===== config.mk =====
export PLATFORM = sky130hd
export DESIGN_NAME = ibex_rf_wb_arbiter
export DESIGN_NICKNAME = d
export VERILOG_FILES = /design/src/rtl/ibex_pkg.sv /design/src/rtl/ibex_rf_wb_fifo.sv /design/src/rtl/ibex_rf_wb_arbiter.sv
export SDC_FILE = /design/constraint.sdc
export NUM_CORES = 1
export LEC_CHECK = 0
export BUFFER_PORTS_ARGS = -buffer_cell sky130_fd_sc_hd__buf_2
export CELL_PAD_IN_SITES_DETAIL_PLACEMENT = 1
export CELL_PAD_IN_SITES_GLOBAL_PLACEMENT = 1
export CORE_ASPECT_RATIO = 1.2
export CORE_MARGIN = 10
export CORE_UTILIZATION = 43
export CTS_BUF_LIST = sky130_fd_sc_hd__clkbuf_4 sky130_fd_sc_hd__clkbuf_8
export DETAILED_ROUTE_END_ITERATION = 10
export PLACE_DENSITY = 0.89
export RECOVER_POWER = 100
export SETUP_SLACK_MARGIN = 0.1
export SLEW_MARGIN = 0
export SYNTH_ARGS = -nofsm -noshare
export SYNTH_HDL_FRONTEND = slang
export SYNTH_SLANG_ARGS = --single-unit

===== constraint.sdc =====
create_clock -name clk_int -period 2.6 [get_ports clk_int]
set_clock_uncertainty 0.1 [all_clocks]
set_input_delay 0 -clock clk_int [delete_from_list [all_inputs] [get_ports clk_int]]
set_output_delay 0 -clock clk_int [all_outputs]
set_load 0.02 [all_outputs]

===== src/rtl/ibex_pkg.sv =====
// Shared types and helpers for the register-file write-side arbiter.
package ibex_pkg;

  typedef struct packed {
    logic        valid;
    logic [4:0]  addr;
    logic [31:0] data;
  } rf_wr_req_t;

  // RV32E has 16 registers: address bit 4 is ignored, exactly as the RF does.
  function automatic logic [4:0] rf_addr_mask(input logic [4:0] addr, input logic rv32e);
    return rv32e ? {1'b0, addr[3:0]} : addr;
  endfunction

endpackage


===== src/rtl/ibex_rf_wb_fifo.sv =====
// In-order buffer for EX writes that lost the RF port. Entries can be killed by
// address in place and are exposed oldest-first for the forwarding lookup.
module ibex_rf_wb_fifo
  import ibex_pkg::*;
#(
  parameter int unsigned DataWidth = 32,
  parameter int unsigned Depth     = 2,
  localparam int unsigned PtrW     = (Depth > 1) ? $clog2(Depth) : 1,
  localparam int unsigned CntW     = $clog2(Depth + 1)
) (
  input  logic                            clk_int,
  input  logic                            rst_ni,
  input  logic                            push_i,
  input  logic [4:0]                      push_addr_i,
  input  logic [DataWidth-1:0]            push_data_i,
  input  logic                            pop_i,
  input  logic                            kill_i,
  input  logic [4:0]                      kill_addr_i,
  output logic                            full_o,
  output logic                            empty_o,
  output logic [CntW-1:0]                 cnt_o,
  output logic                            head_alive_o,
  output logic [4:0]                      head_addr_o,
  output logic [DataWidth-1:0]            head_data_o,
  output logic [Depth-1:0]                age_vld_o,
  output logic [Depth-1:0][4:0]           age_addr_o,
  output logic [Depth-1:0][DataWidth-1:0] age_data_o
);

  logic [PtrW-1:0]                wr_ptr_q, wr_ptr_d;
  logic [PtrW-1:0]                rd_ptr_q, rd_ptr_d;
  logic [CntW-1:0]                cnt_q, cnt_d;
  logic [Depth-1:0]               alive_q, alive_d;
  logic [Depth-1:0][4:0]          addr_q, addr_d;
  logic [Depth-1:0][DataWidth-1:0] data_q, data_d;
  logic [PtrW:0]                  age_idx;

  function automatic logic [PtrW-1:0] ptr_inc(input logic [PtrW-1:0] p);
    return (p == PtrW'(Depth - 1)) ? '0 : p + 1'b1;
  endfunction

  assign full_o       = (cnt_q == CntW'(Depth));
  assign empty_o      = (cnt_q == '0);
  assign cnt_o        = cnt_q;
  assign head_alive_o = alive_q[rd_ptr_q];
  assign head_addr_o  = addr_q[rd_ptr_q];
  assign head_data_o  = data_q[rd_ptr_q];

  always_comb begin
    wr_ptr_d = wr_ptr_q;
    rd_ptr_d = rd_ptr_q;
    cnt_d    = cnt_q;
    alive_d  = alive_q;
    addr_d   = addr_q;
    data_d   = data_q;

    // Kill before push so an entry written this cycle stays alive.
    if (kill_i) begin
      for (int i = 0; i < int'(Depth); i++) begin
        if (addr_q[i] == kill_addr_i) begin
          alive_d[i] = 1'b0;
        end
      end
    end

    if (pop_i) begin
      rd_ptr_d = ptr_inc(rd_ptr_q);
    end

    if (push_i) begin
      alive_d[wr_ptr_q] = 1'b1;
      addr_d[wr_ptr_q]  = push_addr_i;
      data_d[wr_ptr_q]  = push_data_i;
      wr_ptr_d          = ptr_inc(wr_ptr_q);
    end

    case ({push_i, pop_i})
      2'b10:   cnt_d = cnt_q + 1'b1;
      2'b01:   cnt_d = cnt_q - 1'b1;
      default: cnt_d = cnt_q;
    endcase
  end

  always_comb begin
    age_vld_o  = '0;
    age_addr_o = '0;
    age_data_o = '0;
    age_idx    = '0;
    for (int i = 0; i < int'(Depth); i++) begin
      age_idx = {1'b0, rd_ptr_q} + (PtrW + 1)'(i);
      if (age_idx >= (PtrW + 1)'(Depth)) begin
        age_idx = age_idx - (PtrW + 1)'(Depth);
      end
      age_vld_o[i]  = (CntW'(i) < cnt_q) & alive_q[age_idx[PtrW-1:0]];
      age_addr_o[i] = addr_q[age_idx[PtrW-1:0]];
      age_data_o[i] = data_q[age_idx[PtrW-1:0]];
    end
  end

  always_ff @(posedge clk_int or negedge rst_ni) begin
    if (!rst_ni) begin
      wr_ptr_q <= '0;
      rd_ptr_q <= '0;
      cnt_q    <= '0;
      alive_q  <= '0;
      addr_q   <= '0;
      data_q   <= '0;
    end else begin
      wr_ptr_q <= wr_ptr_d;
      rd_ptr_q <= rd_ptr_d;
      cnt_q    <= cnt_d;
      alive_q  <= alive_d;
      addr_q   <= addr_d;
      data_q   <= data_d;
    end
  end

endmodule


===== src/rtl/ibex_rf_wb_arbiter.sv =====
// Merges EX and LSU writebacks onto the single RF write port. LSU always wins;
// displaced EX writes wait in a small FIFO and are visible to ID via forwarding.
module ibex_rf_wb_arbiter
  import ibex_pkg::*;
#(
  parameter int unsigned DataWidth = 32,
  parameter bit          RV32E     = 1'b0,
  parameter int unsigned FifoDepth = 2,
  localparam int unsigned CntW     = $clog2(FifoDepth + 1)
) (
  input  logic                 clk_int,
  input  logic                 rst_ni,
  input  logic                 ex_valid_i,
  output logic                 ex_ready_o,
  input  logic [4:0]           ex_waddr_i,
  input  logic [DataWidth-1:0] ex_wdata_i,
  input  logic                 lsu_valid_i,
  input  logic [4:0]           lsu_waddr_i,
  input  logic [DataWidth-1:0] lsu_wdata_i,
  output logic                 rf_we_o,
  output logic [4:0]           rf_waddr_o,
  output logic [DataWidth-1:0] rf_wdata_o,
  input  logic [4:0]           fwd_raddr_a_i,
  input  logic [4:0]           fwd_raddr_b_i,
  output logic                 fwd_hit_a_o,
  output logic                 fwd_hit_b_o,
  output logic [DataWidth-1:0] fwd_data_a_o,
  output logic [DataWidth-1:0] fwd_data_b_o,
  output logic [CntW-1:0]      fifo_cnt_o
);

  logic [4:0]           ex_addr, lsu_addr;
  logic                 ex_live, lsu_live;
  logic                 fifo_push, fifo_pop;
  logic                 fifo_full, fifo_empty;
  logic                 head_alive;
  logic [4:0]           head_addr;
  logic [DataWidth-1:0] head_data;

  logic [FifoDepth-1:0]                age_vld;
  logic [FifoDepth-1:0][4:0]           age_addr;
  logic [FifoDepth-1:0][DataWidth-1:0] age_data;

  logic                 rf_we_q, rf_we_d;
  logic [4:0]           rf_waddr_q, rf_waddr_d;
  logic [DataWidth-1:0] rf_wdata_q, rf_wdata_d;

  logic [1:0][4:0]           fwd_raddr;
  logic [1:0]                fwd_hit;
  logic [1:0][DataWidth-1:0] fwd_data;

  assign ex_addr  = rf_addr_mask(ex_waddr_i, RV32E);
  assign lsu_addr = rf_addr_mask(lsu_waddr_i, RV32E);

  // x0 writes are accepted like any other but go nowhere.
  assign ex_ready_o = ~fifo_full;
  assign ex_live    = ex_valid_i & ex_ready_o & (ex_addr != 5'd0);
  assign lsu_live   = lsu_valid_i & (lsu_addr != 5'd0);

  ibex_rf_wb_fifo #(
    .DataWidth (DataWidth),
    .Depth     (FifoDepth)
  ) u_fifo (
    .clk_int      (clk_int),
    .rst_ni       (rst_ni),
    .push_i       (fifo_push),
    .push_addr_i  (ex_addr),
    .push_data_i  (ex_wdata_i),
    .pop_i        (fifo_pop),
    .kill_i       (lsu_live),
    .kill_addr_i  (lsu_addr),
    .full_o       (fifo_full),
    .empty_o      (fifo_empty),
    .cnt_o        (fifo_cnt_o),
    .head_alive_o (head_alive),
    .head_addr_o  (head_addr),
    .head_data_o  (head_data),
    .age_vld_o    (age_vld),
    .age_addr_o   (age_addr),
    .age_data_o   (age_data)
  );

  always_comb begin
    rf_we_d    = 1'b0;
    rf_waddr_d = rf_waddr_q;
    rf_wdata_d = rf_wdata_q;
    fifo_pop   = 1'b0;
    fifo_push  = 1'b0;
    if (lsu_live) begin
      rf_we_d    = 1'b1;
      rf_waddr_d = lsu_addr;
      rf_wdata_d = lsu_wdata_i;
      fifo_push  = ex_live;
    end else if (!fifo_empty) begin
      // A killed head still drains, issuing an idle write slot.
      fifo_pop   = 1'b1;
      rf_we_d    = head_alive;
      rf_waddr_d = head_addr;
      rf_wdata_d = head_data;
      fifo_push  = ex_live;
    end else if (ex_live) begin
      rf_we_d    = 1'b1;
      rf_waddr_d = ex_addr;
      rf_wdata_d = ex_wdata_i;
    end
  end

  always_ff @(posedge clk_int or negedge rst_ni) begin
    if (!rst_ni) begin
      rf_we_q    <= 1'b0;
      rf_waddr_q <= '0;
      rf_wdata_q <= '0;
    end else begin
      rf_we_q    <= rf_we_d;
      rf_waddr_q <= rf_waddr_d;
      rf_wdata_q <= rf_wdata_d;
    end
  end

  assign rf_we_o    = rf_we_q;
  assign rf_waddr_o = rf_waddr_q;
  assign rf_wdata_o = rf_wdata_q;

  assign fwd_raddr[0] = rf_addr_mask(fwd_raddr_a_i, RV32E);
  assign fwd_raddr[1] = rf_addr_mask(fwd_raddr_b_i, RV32E);

  // Output stage is oldest; FIFO entries scanned head to tail so the youngest wins.
  always_comb begin
    fwd_hit  = '0;
    fwd_data = '0;
    for (int p = 0; p < 2; p++) begin
      if (fwd_raddr[p] != 5'd0) begin
        if (rf_we_q && (rf_waddr_q == fwd_raddr[p])) begin
          fwd_hit[p]  = 1'b1;
          fwd_data[p] = rf_wdata_q;
        end
        for (int i = 0; i < int'(FifoDepth); i++) begin
          if (age_vld[i] && (age_addr[i] == fwd_raddr[p])) begin
            fwd_hit[p]  = 1'b1;
            fwd_data[p] = age_data[i];
          end
        end
      end
    end
  end

  assign fwd_hit_a_o  = fwd_hit[0];
  assign fwd_hit_b_o  = fwd_hit[1];
  assign fwd_data_a_o = fwd_data[0];
  assign fwd_data_b_o = fwd_data[1];

endmodule

Word level (Yosys, flattened, before mapping):

Index checks and enable logic that the tools add are counted.

* add/subtract/negate cells: 7
* $lt $le $gt $ge: 9
* eq/ne operators: 12
* multiplexer cells: 64
* bitwise logic cells: 7
* reductions and logical operators: 13

Operators by type and width (count)
* 32-bit 2-to-1 mux: 18
* 64-bit bitwise mux: 1
* 5-bit 2-to-1 mux: 10
* 5-bit equality test: 8
* 32-bit demux with 1-bit select: 1
* 1-bit 2-to-1 mux: 28
* 5-bit nonzero test: 4
* 10-bit bitwise mux: 1
* 1-bit by 2-bit less-than comparator with 1-bit output, second input constant: 4
* 1-bit logical AND: 7
* 1-bit AND: 5
* 5-bit demux with 1-bit select: 1
* 2-bit equality test, second input constant: 2
* 1-bit by 2-bit less-than comparator with 1-bit output, first input constant: 2
* 2-bit 2-to-1 mux: 2
* 2-bit case mux with 2 select lines: 1
* 3-bit inequality test, second input constant: 1
* 1-bit adder, second input constant: 2
* 1-bit by 1-bit adder with 2-bit output, second input constant: 1
* 2-bit by 1-bit adder with 2-bit output, second input constant: 1
* 2-bit by 1-bit equality test with 1-bit output, second input constant: 1
* 1-bit by 2-bit >= comparator with 1-bit output, second input constant: 1
* 2-bit >= comparator, second input constant: 1
* 2-bit zero test: 1
* 7 further kinds: 8

* register bits: 118
* input port bits: 88
* output and inout bits: 107

Longest topological paths before layout:

Gate-level depths: netlist of the first run.

* depth in word-level cells: 9
* mapped depth: 10

By module:

Synthesis of the first run repeated with hierarchy kept, for this count alone.

* cells, all modules: 750
* area total of the unflattened synthesis: 8298.0 sq um

By module, submodules not included
* ibex_rf_wb_fifo: times used 1, cells each 318, area an instance 4439.3 sq um, sequential area each 2001.9 sq um
* ibex_rf_wb_arbiter: times used 1, cells each 432, area an instance 3858.7 sq um, sequential area each 950.9 sq um

Least setup slack after synthesis of the first run:

OpenSTA, ideal clock, no wires.

* path kind: register to register
* from: register u_fifo.cnt_q[0], in the netlist u_fifo.cnt_o[0]
* to: register u_fifo.addr_q[9] (netlist name)
* library setup time: 0.125 ns
* data arrival time: 2.293 ns
* path slack: 0.082 ns
* cell stages (with the launch flop): 10
* clock period less this slack: 2.518 ns
* cells stage by stage: dfrtp_1 inv_1 ha_1 inv_1 o211ai_1 or2_1 buf_6 nor2_4 buf_6 mux2_4

* word-level cells in the longest chain between the ends: 6
* elaborated cells between the ends (all ways): 7
* classes of those cells: eq/ne: 1; mux: 2; bitwise: 3; reduce/logical: 1

RTL lines
* start: declaration: RTL line ibex_rf_wb_fifo.sv:32 `logic [CntW-1:0] cnt_q, cnt_d;`
* start signal: assignment: RTL line ibex_rf_wb_fifo.sv:111 `cnt_q <= cnt_d;`
* 2-bit equality test *: RTL line ibex_rf_wb_fifo.sv:42 `assign full_o = (cnt_q == CntW'(Depth));`
* 1-bit NOT *: RTL line ibex_rf_wb_arbiter.sv:56 `assign ex_ready_o = ~fifo_full;`
* via ex_ready_o: RTL line ibex_rf_wb_arbiter.sv:14 `output logic ex_ready_o,`
* 1-bit AND * (2 in series): RTL line ibex_rf_wb_arbiter.sv:57 `assign ex_live = ex_valid_i & ex_ready_o & (ex_addr != 5'd0);`
* 1-bit 2-to-1 mux: RTL line ibex_rf_wb_arbiter.sv:94 `end else if (!fifo_empty) begin`
* 1-bit 2-to-1 mux *: RTL line ibex_rf_wb_arbiter.sv:89 `if (lsu_live) begin`
* end signal: assignment: RTL line ibex_rf_wb_fifo.sv:113 `addr_q <= addr_d;`
* end: declaration: RTL line ibex_rf_wb_fifo.sv:34 `logic [Depth-1:0][4:0] addr_q, addr_d;`

The timed path passes the listed nets; every way through them passes the cells marked *.
A chain may end at the register's enable or synchronous reset.

Worst setup path after layout of the first run:

* from: register u_fifo.rd_ptr_q
* to: output fwd_data_a_o[22]

* word-level cells in the longest chain between the ends: 9
* elaborated cells between the ends (all ways): 28
* classes of those cells: add/sub: 3; order compare: 2; eq/ne: 2; mux: 17; bitwise: 2; reduce/logical: 2

RTL lines
* start: declaration: RTL line ibex_rf_wb_fifo.sv:31 `logic [PtrW-1:0] rd_ptr_q, rd_ptr_d;`
* start signal: assignment: RTL line ibex_rf_wb_fifo.sv:110 `rd_ptr_q <= rd_ptr_d;`
* 1-bit by 1-bit adder with 2-bit output (tied with other cells): RTL line ibex_rf_wb_fifo.sv:90 `age_idx = {1'b0, rd_ptr_q} + (PtrW + 1)'(i);`
* 2-bit >= comparator (tied with other cells): RTL line ibex_rf_wb_fifo.sv:91 `if (age_idx >= (PtrW + 1)'(Depth)) begin`
* 1-bit 2-to-1 mux (tied with other cells): RTL line ibex_rf_wb_fifo.sv:91
* 5-bit 2-to-1 mux (not written as such) / 1-bit 2-to-1 mux (equally long branches): RTL line ibex_rf_wb_fifo.sv:95, ibex_rf_wb_fifo.sv:94
* 5-bit 2-to-1 mux (not written as such) (tied with other cells): RTL line ibex_rf_wb_fifo.sv:95 `age_addr_o[i] = addr_q[age_idx[PtrW-1:0]];`
* 5-bit equality test (tied with other cells): RTL line ibex_rf_wb_arbiter.sv:138 `if (age_vld[i] && (age_addr[i] == fwd_raddr[p])) begin`
* 1-bit logical AND / 32-bit 2-to-1 mux (equally long branches): RTL line ibex_rf_wb_arbiter.sv:138
* 32-bit 2-to-1 mux *: RTL line ibex_rf_wb_arbiter.sv:138
* 32-bit 2-to-1 mux *: RTL line ibex_rf_wb_arbiter.sv:132 `if (fwd_raddr[p] != 5'd0) begin`
* end: declaration: RTL line ibex_rf_wb_arbiter.sv:27 `output logic [DataWidth-1:0] fwd_data_a_o,`

Every way passes the cells marked *; elsewhere a longest branch is shown, timed or not. The select of a mux whose other input is x is not followed.

==> out/results.tsv, run 1 <==
metric	value	unit
Placed Area	9330	sq um
reg2reg end	rf_wdata_o[12]	
I/O pins	195	
DR vias	8969	
part of the power in registers	27.2	%
met2 GRT Util	53.2	%
CTS H-tree lvls	4	
Starting Density	43.7	%
RR Startpoint	u_fifo.rd_ptr_q	
critical path capture point	fwd_data_a_o[22]	
number of core rows	54	
Final Cycle Share	125	%
mean number of vias per cell	7.11	
antenna-violating nets left	0	
GRT Util Overall	30.9	%
DP Wirelength	21600	microns
sequential fraction of the synthesis area	37.2	%
worst relative slew slack	12.2	%
Clock Sinks	118	
critical path launch point type	flip-flop	
GPL Wtd Cong	0.928	
CTS Buf Count	17	
Final nets	1117	
ys async rst share	100	%
busiest grt layer	met2	
first drt pass iteration count	8	
initial antenna violation count	1	
worst slew pin tran	1320	ps
Final Hold Viols	0	
setup violators final	68	
Mean Syn Cell Area	10.6	sq um
Clock Latency Late Sink	470	ps
Remaining DRCs	0	
Crit Path Class	reg -> out	
Critical path origin	u_fifo.rd_ptr_q	
sw frac	49.9	%
Clock power frac	11.7	%
Worst Hold Class	in -> reg	
PD cells	1320	nW/um^2
R2R cell count	6	
outcome	complete, but fails checks	
DR iter-0 viols	1123	
number of global-route vias before repair	9433	
worst hold start	ex_valid_i	
Synth Flop Type	dfrtp_1	
die area	24300	sq um
GRT met3 Usage	6.72	%
CTS tree	built	
total internal power	7.72	mW
Die W	144	microns
first-pass GRT wire length	57800	microns
Mapped Cells	748	
Worst EP arrival	3150	ps
Fmax	308	MHz
grt ovf	0	
P_leak	5.03	nW
unrepaired setup endpoints after global routing	yes	
met1 usage	32.9	%
Core Region	18200	sq um
Post-synth EDFFs	0	
clock-pin slew on the worst setup and hold paths	70	ps
Crit path required time	2500	ps
Net Switching	7.69	mW
largest net degree at the start of global routing	49	
fin area	11600	sq um
synth warn	0	
Die Y-Extent	169	microns
Unique masters post-synth	35	
final setup margin	-649	ps
Total Wirelength	44200	microns
Synth Cell Area	7950	sq um
CTS root buf	clkbuf_8	
Crit Path Max Fanout	17	
crit end category	output pin	
fillers	1878	
Slew Viols, Final	0	
Synth Register Bits	118	
Max rail drop VDD	832	uV
violated checks	negative setup slack	
drt wl/cell	35.1	microns
Port Buffers	194	
layout cell share with drive strength beyond 1	46.8	%
clock period minus worst slack	3250	ps
area grow syn2layout	46.4	%
Finished Core Util	64.0	%
Bufs on Longest Clock Path	2	
Logic pwr share	61.1	%
total power	15.4	mW
Max-Cap Viols	0	
R2R setup slack	-410	ps
Net Count, Synth	840	
-- layout make-up --
| class | instances | area [sq um] | share of cell area [%] |
|---|---|---|---|
| Clock inverter | 9 | 103 | 0.882 |
| Tap cell | 224 | 280 | 2.41 |
| Clock buffer | 21 | 283 | 2.43 |
| Timing Repair Buffer | 328 | 2600 | 22.3 |
| Antenna cell | 1 | 2.50 | 0.0215 |
| Sequential cell | 118 | 2960 | 25.4 |
| Multi-Input combinational cell | 555 | 5380 | 46.3 |
| Inverter | 5 | 21.3 | 0.183 |
-- worst min path at each step --
stage / endpoint / slack (ps) / cells after the start
after floorplan: rf_waddr_o[0] / -400 / 0
after global placement: rf_waddr_o[1] / -40 / 1
after detailed placement: u_fifo.addr_q[9] / -30 / 1
after CTS: u_fifo.rd_ptr_q / 30 / 2
after global routing: u_fifo.wr_ptr_q / 40 / 4
final: u_fifo.wr_ptr_q / 30 / 4
-- worst max-delay path: stages, from the launching register on --
cell and delay, ps:
dfrtp_4 540, buf_4 170, mux2i_4 320, xnor2_2 120, nor4_2 240, buf_4 190
a21oi_4 90, buf_12 170, a221oi_1 510, a211oi_2 120, buf_4 190
-- state kept, by name, indices dropped and copies added (netlist names) --
signal,cells
rf_wdata_o,32
u_fifo.cnt_o,2
u_fifo.rd_ptr_q,1
u_fifo.wr_ptr_q,1
u_fifo.addr_q,10
u_fifo.data_q,64
rf_waddr_o,5
rf_we_o,1
u_fifo.alive_q,2
-- layout by cell type, fill, tap and decap left out, types with 5 or more instances in the layout --
cell type / count
a211oi_1: 33
a211oi_2: 31
a21oi_1: 57
a221oi_1: 26
a221oi_2: 23
a221oi_4: 15
and3_1: 21
buf_12: 16
buf_2: 136
buf_4: 69
buf_6: 5
clkbuf_1: 14
clkbuf_8: 20
dfrtp_1: 116
dlygate4sd3_1: 78
mux2_2: 47
mux2_4: 60
mux2i_1: 44
mux2i_4: 6
nand2_1: 17
nor2_1: 38
nor4_2: 6
o21ai_0: 39
xnor2_1: 24
xnor2_2: 5
xor2_1: 15
-- synth_stat cells (3+ instances only) --
cell type  count  area (sq um)
mux2_2        47           529
nand3_1        4          20.0
nor2_1        42           158
xor2_1        15           131
and3_1        23           144
mux2i_1       53           531
buf_2         12          60.1
xnor2_1       29           254
or4_1          4          30.0
o211ai_1       3          22.5
a21oi_1       61           305
nand2_1       18          67.6
dfrtp_1      118          2950
o21ai_0       40           200
nor4_1         6          37.5
buf_4         10          75.1
clkbuf_1      36           135
a211oi_1      64           480
nor3_1         3          15.0
inv_1          4          15.0
o21a_1         3          22.5
ha_1           4          50.1
a221oi_1      64           561
buf_6         11           124
mux2_4        60           901
-- stage by stage --
step	hold WS (ps)	worst slack (ps)	setup TNS [ps]	cells
6_report	30.6	-649	-29680	1261
5_1_grt	43.5	-727	-35660	1261
3_5_place_dp	-32.2	-46.9	-147	1135
3_3_place_gp	-42.0	41.9	0	1135
2_1_floorplan	-396	119	0	748
4_1_cts	25.6	-354	-17740	1257
-- routing by layer --
metal	routed length, microns	part of all wire, %	vias up
li1	-	-	3429
met1	15100	34	4462
met2	21800	49	798
met3	3900	8.8	280
met4	3360	7.6	0
met5	0	0	-
-- what timing repair did --
action                                  CTS  global route
endpoints found under the setup margin   66            97
endpoints found under the hold margin   206             0
buffers inserted                          9             3
gates resized for setup                  87            98
cloned                                    5             1
hold buffers                             78             0
pin swaps                                31            27
-- cells by family (layout without fill, tap and decap cells) --
kind of cell               count (synthesis)  count (layout)  synth area share, %
other                                      0               1                    0
AOI/OAI and AO/OA                        240             240                 20.6
muxes                                    161             161                 24.9
adders and majority gates                  4               4                0.630
DFF                                      118             118                 37.2
buffers and inverters                     75             363                 5.24
and+or+nand+nor                          106             106                 6.71
xor gates and xnor gates                  44              44                 4.85
-- power groups by stage --
stage / logic, mW / registers, mW / clock network, mW
3_3_place_gp: 7.03 / 3.70 / 0
6_report: 9.41 / 4.19 / 1.80
2_1_floorplan: 4.86 / 3.85 / 0
3_5_place_dp: 7.33 / 3.78 / 0
5_1_grt: 9.71 / 4.24 / 1.86
4_1_cts: 8.08 / 3.83 / 1.72
(Power assumes the default switching activity.)
==> inputs of run 2 (changes only) <==
--- a/config.mk
+++ b/config.mk
@@ -5,15 +5,15 @@
 export SDC_FILE = /design/constraint.sdc
 export NUM_CORES = 1
 export LEC_CHECK = 0
-export BUFFER_PORTS_ARGS = -buffer_cell sky130_fd_sc_hd__buf_2
 export CELL_PAD_IN_SITES_DETAIL_PLACEMENT = 1
 export CELL_PAD_IN_SITES_GLOBAL_PLACEMENT = 1
 export CORE_ASPECT_RATIO = 1.2
 export CORE_MARGIN = 10
-export CORE_UTILIZATION = 43
+export CORE_UTILIZATION = 51
 export CTS_BUF_LIST = sky130_fd_sc_hd__clkbuf_4 sky130_fd_sc_hd__clkbuf_8
 export DETAILED_ROUTE_END_ITERATION = 10
-export PLACE_DENSITY = 0.89
+export DONT_BUFFER_PORTS = 1
+export PLACE_DENSITY = 0.88
 export RECOVER_POWER = 100
 export SETUP_SLACK_MARGIN = 0.1
 export SLEW_MARGIN = 0
==> out/results.tsv, run 2 <==
metric	value	unit	change
Die Y-Extent	157	microns	-7.2%
Die W	134	microns	-7.0%
CTS Buf Count	17		unchanged
CTS H-tree lvls	4		unchanged
Clock Sinks	118		unchanged
Mapped Cells	748		unchanged
Fail Step	5_1_grt		
Mean Syn Cell Area	10.6	sq um	unchanged
Synth area leaders	dfrtp_1 37%, mux2_4 11%, a221oi_1 7.1%		
sequential fraction of the synthesis area	37.2	%	unchanged
grt ovf	146		
Inst Count DP	999		-12%
number of core rows	49		-9.3%
stop err	[ERROR GRT-0232] Routing congestion too high. Check the congestion heatmap in the GUI.		
Synth Register Bits	118		unchanged
worst_ep kind	output port		
GPL Wtd Cong	0.910		-2.0%
Starting Density	52.5	%	+8.8 points
Unique masters post-synth	35		unchanged
I/O pins	195		unchanged
synth warn	0		unchanged
share of the synthesized area in the top cell type	37.2	%	unchanged
Bufs on Longest Clock Path	2		unchanged
Post-synth EDFFs	0		unchanged
GRT Util Overall	74.3	%	
Port Buffers	0		-100%
most numerous cell in the Yosys netlist	dfrtp_1		
largest area contributor in the netlist	dfrtp_1		
Net Count, Synth	840		unchanged
Synth Flop Type	dfrtp_1		
worst endpoint after global-route timing repair	fwd_data_a_o[9]		
outcome	stopped before the end		
DP Wirelength	20800	microns	-3.5%
CTS root buf	clkbuf_8		
largest net degree at the start of global routing	119		
ys async rst share	100	%	unchanged
Synth Cell Area	7950	sq um	unchanged
initial antenna violation count	12		
commonest cells in the synthesized netlist	118 x dfrtp_1, 64 x a211oi_1, 64 x a221oi_1		
run 2: cell counts after synthesis:
Identical to the previous run, type by type.
run 2: logic make-up after synthesis:
group	synth area share, %
multiplexers	24.9
AND/OR/NAND/NOR	6.71
AO/OA/AOI/OAI	20.6
flip-flops	37.2
adder cells (fa/ha/maj)	0.630
buffers and inverters	5.24
XOR/XNOR	4.85
run 2: layer usage:
layer,overflow,global-route usage [%]
met1,1,71.9
met2,82,88.2
met3,0,63.2
met4,63,81.9
met5,0,10.1
run 2: repair_timing:
item | CTS
setup buffers | 19
hold buffers | 80
pin swaps | 19
setup endpoints to repair | 66
resized for setup | 72
cloned | 2
hold endpoints to repair | 232
run 2: through the flow:
stage          setup TNS, ps  hold WS [ps]  setup slack (ps)  utilization, %  area, sq um
2_1_floorplan              0          -396               119               -         7950
3_3_place_gp           -1770          -390              -100            58.5         8850
3_5_place_dp          -11800          -391              -386            58.5         8850
4_1_cts               -29160          -876              -491            70.8        10700
==> inputs of run 3 (changes only) <==
==> config.mk (replaced) <==
export PLATFORM = sky130hd
export DESIGN_NAME = ibex_rf_wb_arbiter
export DESIGN_NICKNAME = d
export VERILOG_FILES = /design/src/rtl/ibex_pkg.sv /design/src/rtl/ibex_rf_wb_fifo.sv /design/src/rtl/ibex_rf_wb_arbiter.sv
export SDC_FILE = /design/constraint.sdc
export NUM_CORES = 1
export LEC_CHECK = 0
export CORE_MARGIN = 10
export CORE_UTILIZATION = 40
export DETAILED_ROUTE_END_ITERATION = 10
export DONT_BUFFER_PORTS = 1
export PLACE_DENSITY_LB_ADDON = 0.15
export RECOVER_POWER = 100
export SLEW_MARGIN = 0
export SYNTH_ARGS = -nofsm -noshare
export SYNTH_HDL_FRONTEND = slang
export SYNTH_SLANG_ARGS = --single-unit
==> out/results.tsv, run 3 (same netlist as run 1, synthesis figures left out) <==
metric	value	unit	change
Net Switching	5.89	mW	
setup violators final	66		
total internal power	8.04	mW	
critical path launch point type	flip-flop		
clock-pin slew on the worst setup and hold paths	60	ps	
first drt pass iteration count	5		
Remaining DRCs	0		
Crit Path Class	reg -> out		
Logic pwr share	53.4	%	
Fmax	331	MHz	
drt wl/cell	26.1	microns	
CTS Buf Count	17		unchanged
hold buffer count at CTS	80		unchanged
Cell Chain, Critical Path	buf_4 -> mux2i_4 -> xnor2_1 -> nor4_2 -> and3_4 -> buf_12 -> a221oi_1 -> a211oi_2 -> buf_4		
Clock power frac	17.2	%	
first-pass GRT wire length	47600	microns	
most common cell after layout, fill and taps aside	dfrtp_1		
most frequent cells in the layout	117 x dfrtp_1, 102 x buf_4, 80 x dlygate4sd3_1		
mean number of vias per cell	6.21		
worst slew pin tran	569	ps	
CTS root buf	clkbuf_16		
Most flops, register	u_fifo.data_q		
outcome	complete, but fails checks		
part of the power in registers	29.4	%	
Crit Path Max Fanout	24		
worst path bufs/invs	3		
Crit path max-delay family	simple AND/OR/NAND/NOR gates		
total power	13.9	mW	
CTS tree	built		
fin area	10700	sq um	
unrepaired setup endpoints after global routing	yes		
Final nets	1002		
largest net degree at the start of global routing	119		
Placed Area	9000	sq um	+1.7%
number of core rows	51		+4.1%
Final Cycle Share	116	%	
I/O pins	195		unchanged
Core Region	19500	sq um	
Max stage delay cell, worst path	dfrtp_4		
crit-path most repeated cell	buf_4		
final setup margin	-418	ps	
P_leak	4.48	nW	
met1 wire length	12400	microns	
Die W	161	microns	+20%
Worst Hold Class	in -> async		
CTS H-tree lvls	4		unchanged
slowest stage delay, CP	560	ps	
met2 routed WL	15300	microns	
Crit path required time	2500	ps	
DR iter-0 viols	600		
GRT Util Overall	23.2	%	
worst hold slack	-815	ps	
Inst Count DP	1065		+6.6%
GPL Wtd Cong	0.918		+0.90%
Clock Sinks	118		unchanged
Starting Density	40.7	%	-12 points
Bufs on Longest Clock Path	2		unchanged
met3 routed WL	2590	microns	
sw frac	42.3	%	
number of global-route vias before repair	8138		
Total Wirelength	30900	microns	
non-filler cells, final	1186		
Max rail drop VDD	675	uV	
Max-Cap Viols	0		
Top Metal Used	met4		
grt ovf	0		
PD cells	1300	nW/um^2	
Largest register FFs	64		
die area	25900	sq um	
DP Wirelength	19400	microns	-6.8%
worst relative slew slack	62.1	%	
crit end category	output pin		
clock period minus worst slack	3020	ps	
violated checks	negative hold slack, negative setup slack		
DR vias	7369		
Slew Viols, Final	0		
Port Buffers	0		unchanged
layout cell share with drive strength beyond 1	32.3	%	
Die Y-Extent	161	microns	+2.7%
Worst EP arrival	2920	ps	
area grow syn2layout	35.0	%	
Clock Latency Late Sink	410	ps	
antenna-violating nets left	0		
post-route setup TNS	-21480	ps	
Final Hold Viols	118		
initial antenna violation count	2		
fillers	1732		
run 3: cell type report:
| class | count | area (sq um) | share of cell area, % |
|---|---|---|---|
| antenna | 2 | 5.00 | 0.0467 |
| timing repair buffer | 212 | 2010 | 18.7 |
| tap | 265 | 332 | 3.09 |
| clock buffer | 24 | 492 | 4.59 |
| clock inverter | 4 | 95.1 | 0.887 |
| sequential | 118 | 2960 | 27.6 |
| multi-input combinational | 556 | 4820 | 44.9 |
| inverter | 5 | 18.8 | 0.175 |
run 3: repair_timing:
action | in CTS | in global routing
gates cloned | 3 | 0
gates resized for setup | 28 | 8
setup buffers | 7 | 1
endpoints found under the hold margin | 232 | 118
pin swaps | 9 | 3
endpoints found under the setup margin | 66 | 66
run 3: power groups by stage:
stage          Clock, mW  Combinational (mW)  Sequential, mW
2_1_floorplan          0                4.86            3.85
3_5_place_dp           0                6.90            4.05
6_report            2.40                7.43            4.10
5_1_grt             2.55                7.92            4.21
4_1_cts             2.45                7.39            4.06
3_3_place_gp           0                6.74            3.98
run 3: worst reg2reg max path, delay by kind of cell, from the launching register on:
kind            cells  cell delay (ps)
fa+ha+maj           1              220
flops               1              330
buf+inv             4             1110
simple gates        2              490
compound gates      2              220
run 3: stage by stage:
stage / setup slack, ps / utilization, %
after detailed placement: -443 / 46.1
after global placement: -347 / 46.1
after CTS: -392 / 54.8
after global routing: -506 / 54.9
after floorplan: 82.0 / -
final: -418 / 54.9
run 3: worst paths after layout:
path,start,to,slack [ps],cells after the start
max reg2reg,u_fifo.cnt_o[1],rf_waddr_o[0],10,9
min,rst_ni,u_fifo.cnt_o[1],-810,0
max,u_fifo.rd_ptr_q,fwd_data_a_o[0],-420,9
min in group clk_int,lsu_waddr_i[4],rf_we_o,120,4
max in group asynchronous,rst_ni,u_fifo.data_q[11],2950,0
min reg2reg,u_fifo.data_q[0],u_fifo.data_q[0],430,1
run 3: layer usage:
metal	vias to the layer above	GRT usage, %
li1	3203	-
met3	74	7.18
met4	0	9.43
met2	398	38.9
met1	3694	27.0
met5	-	0
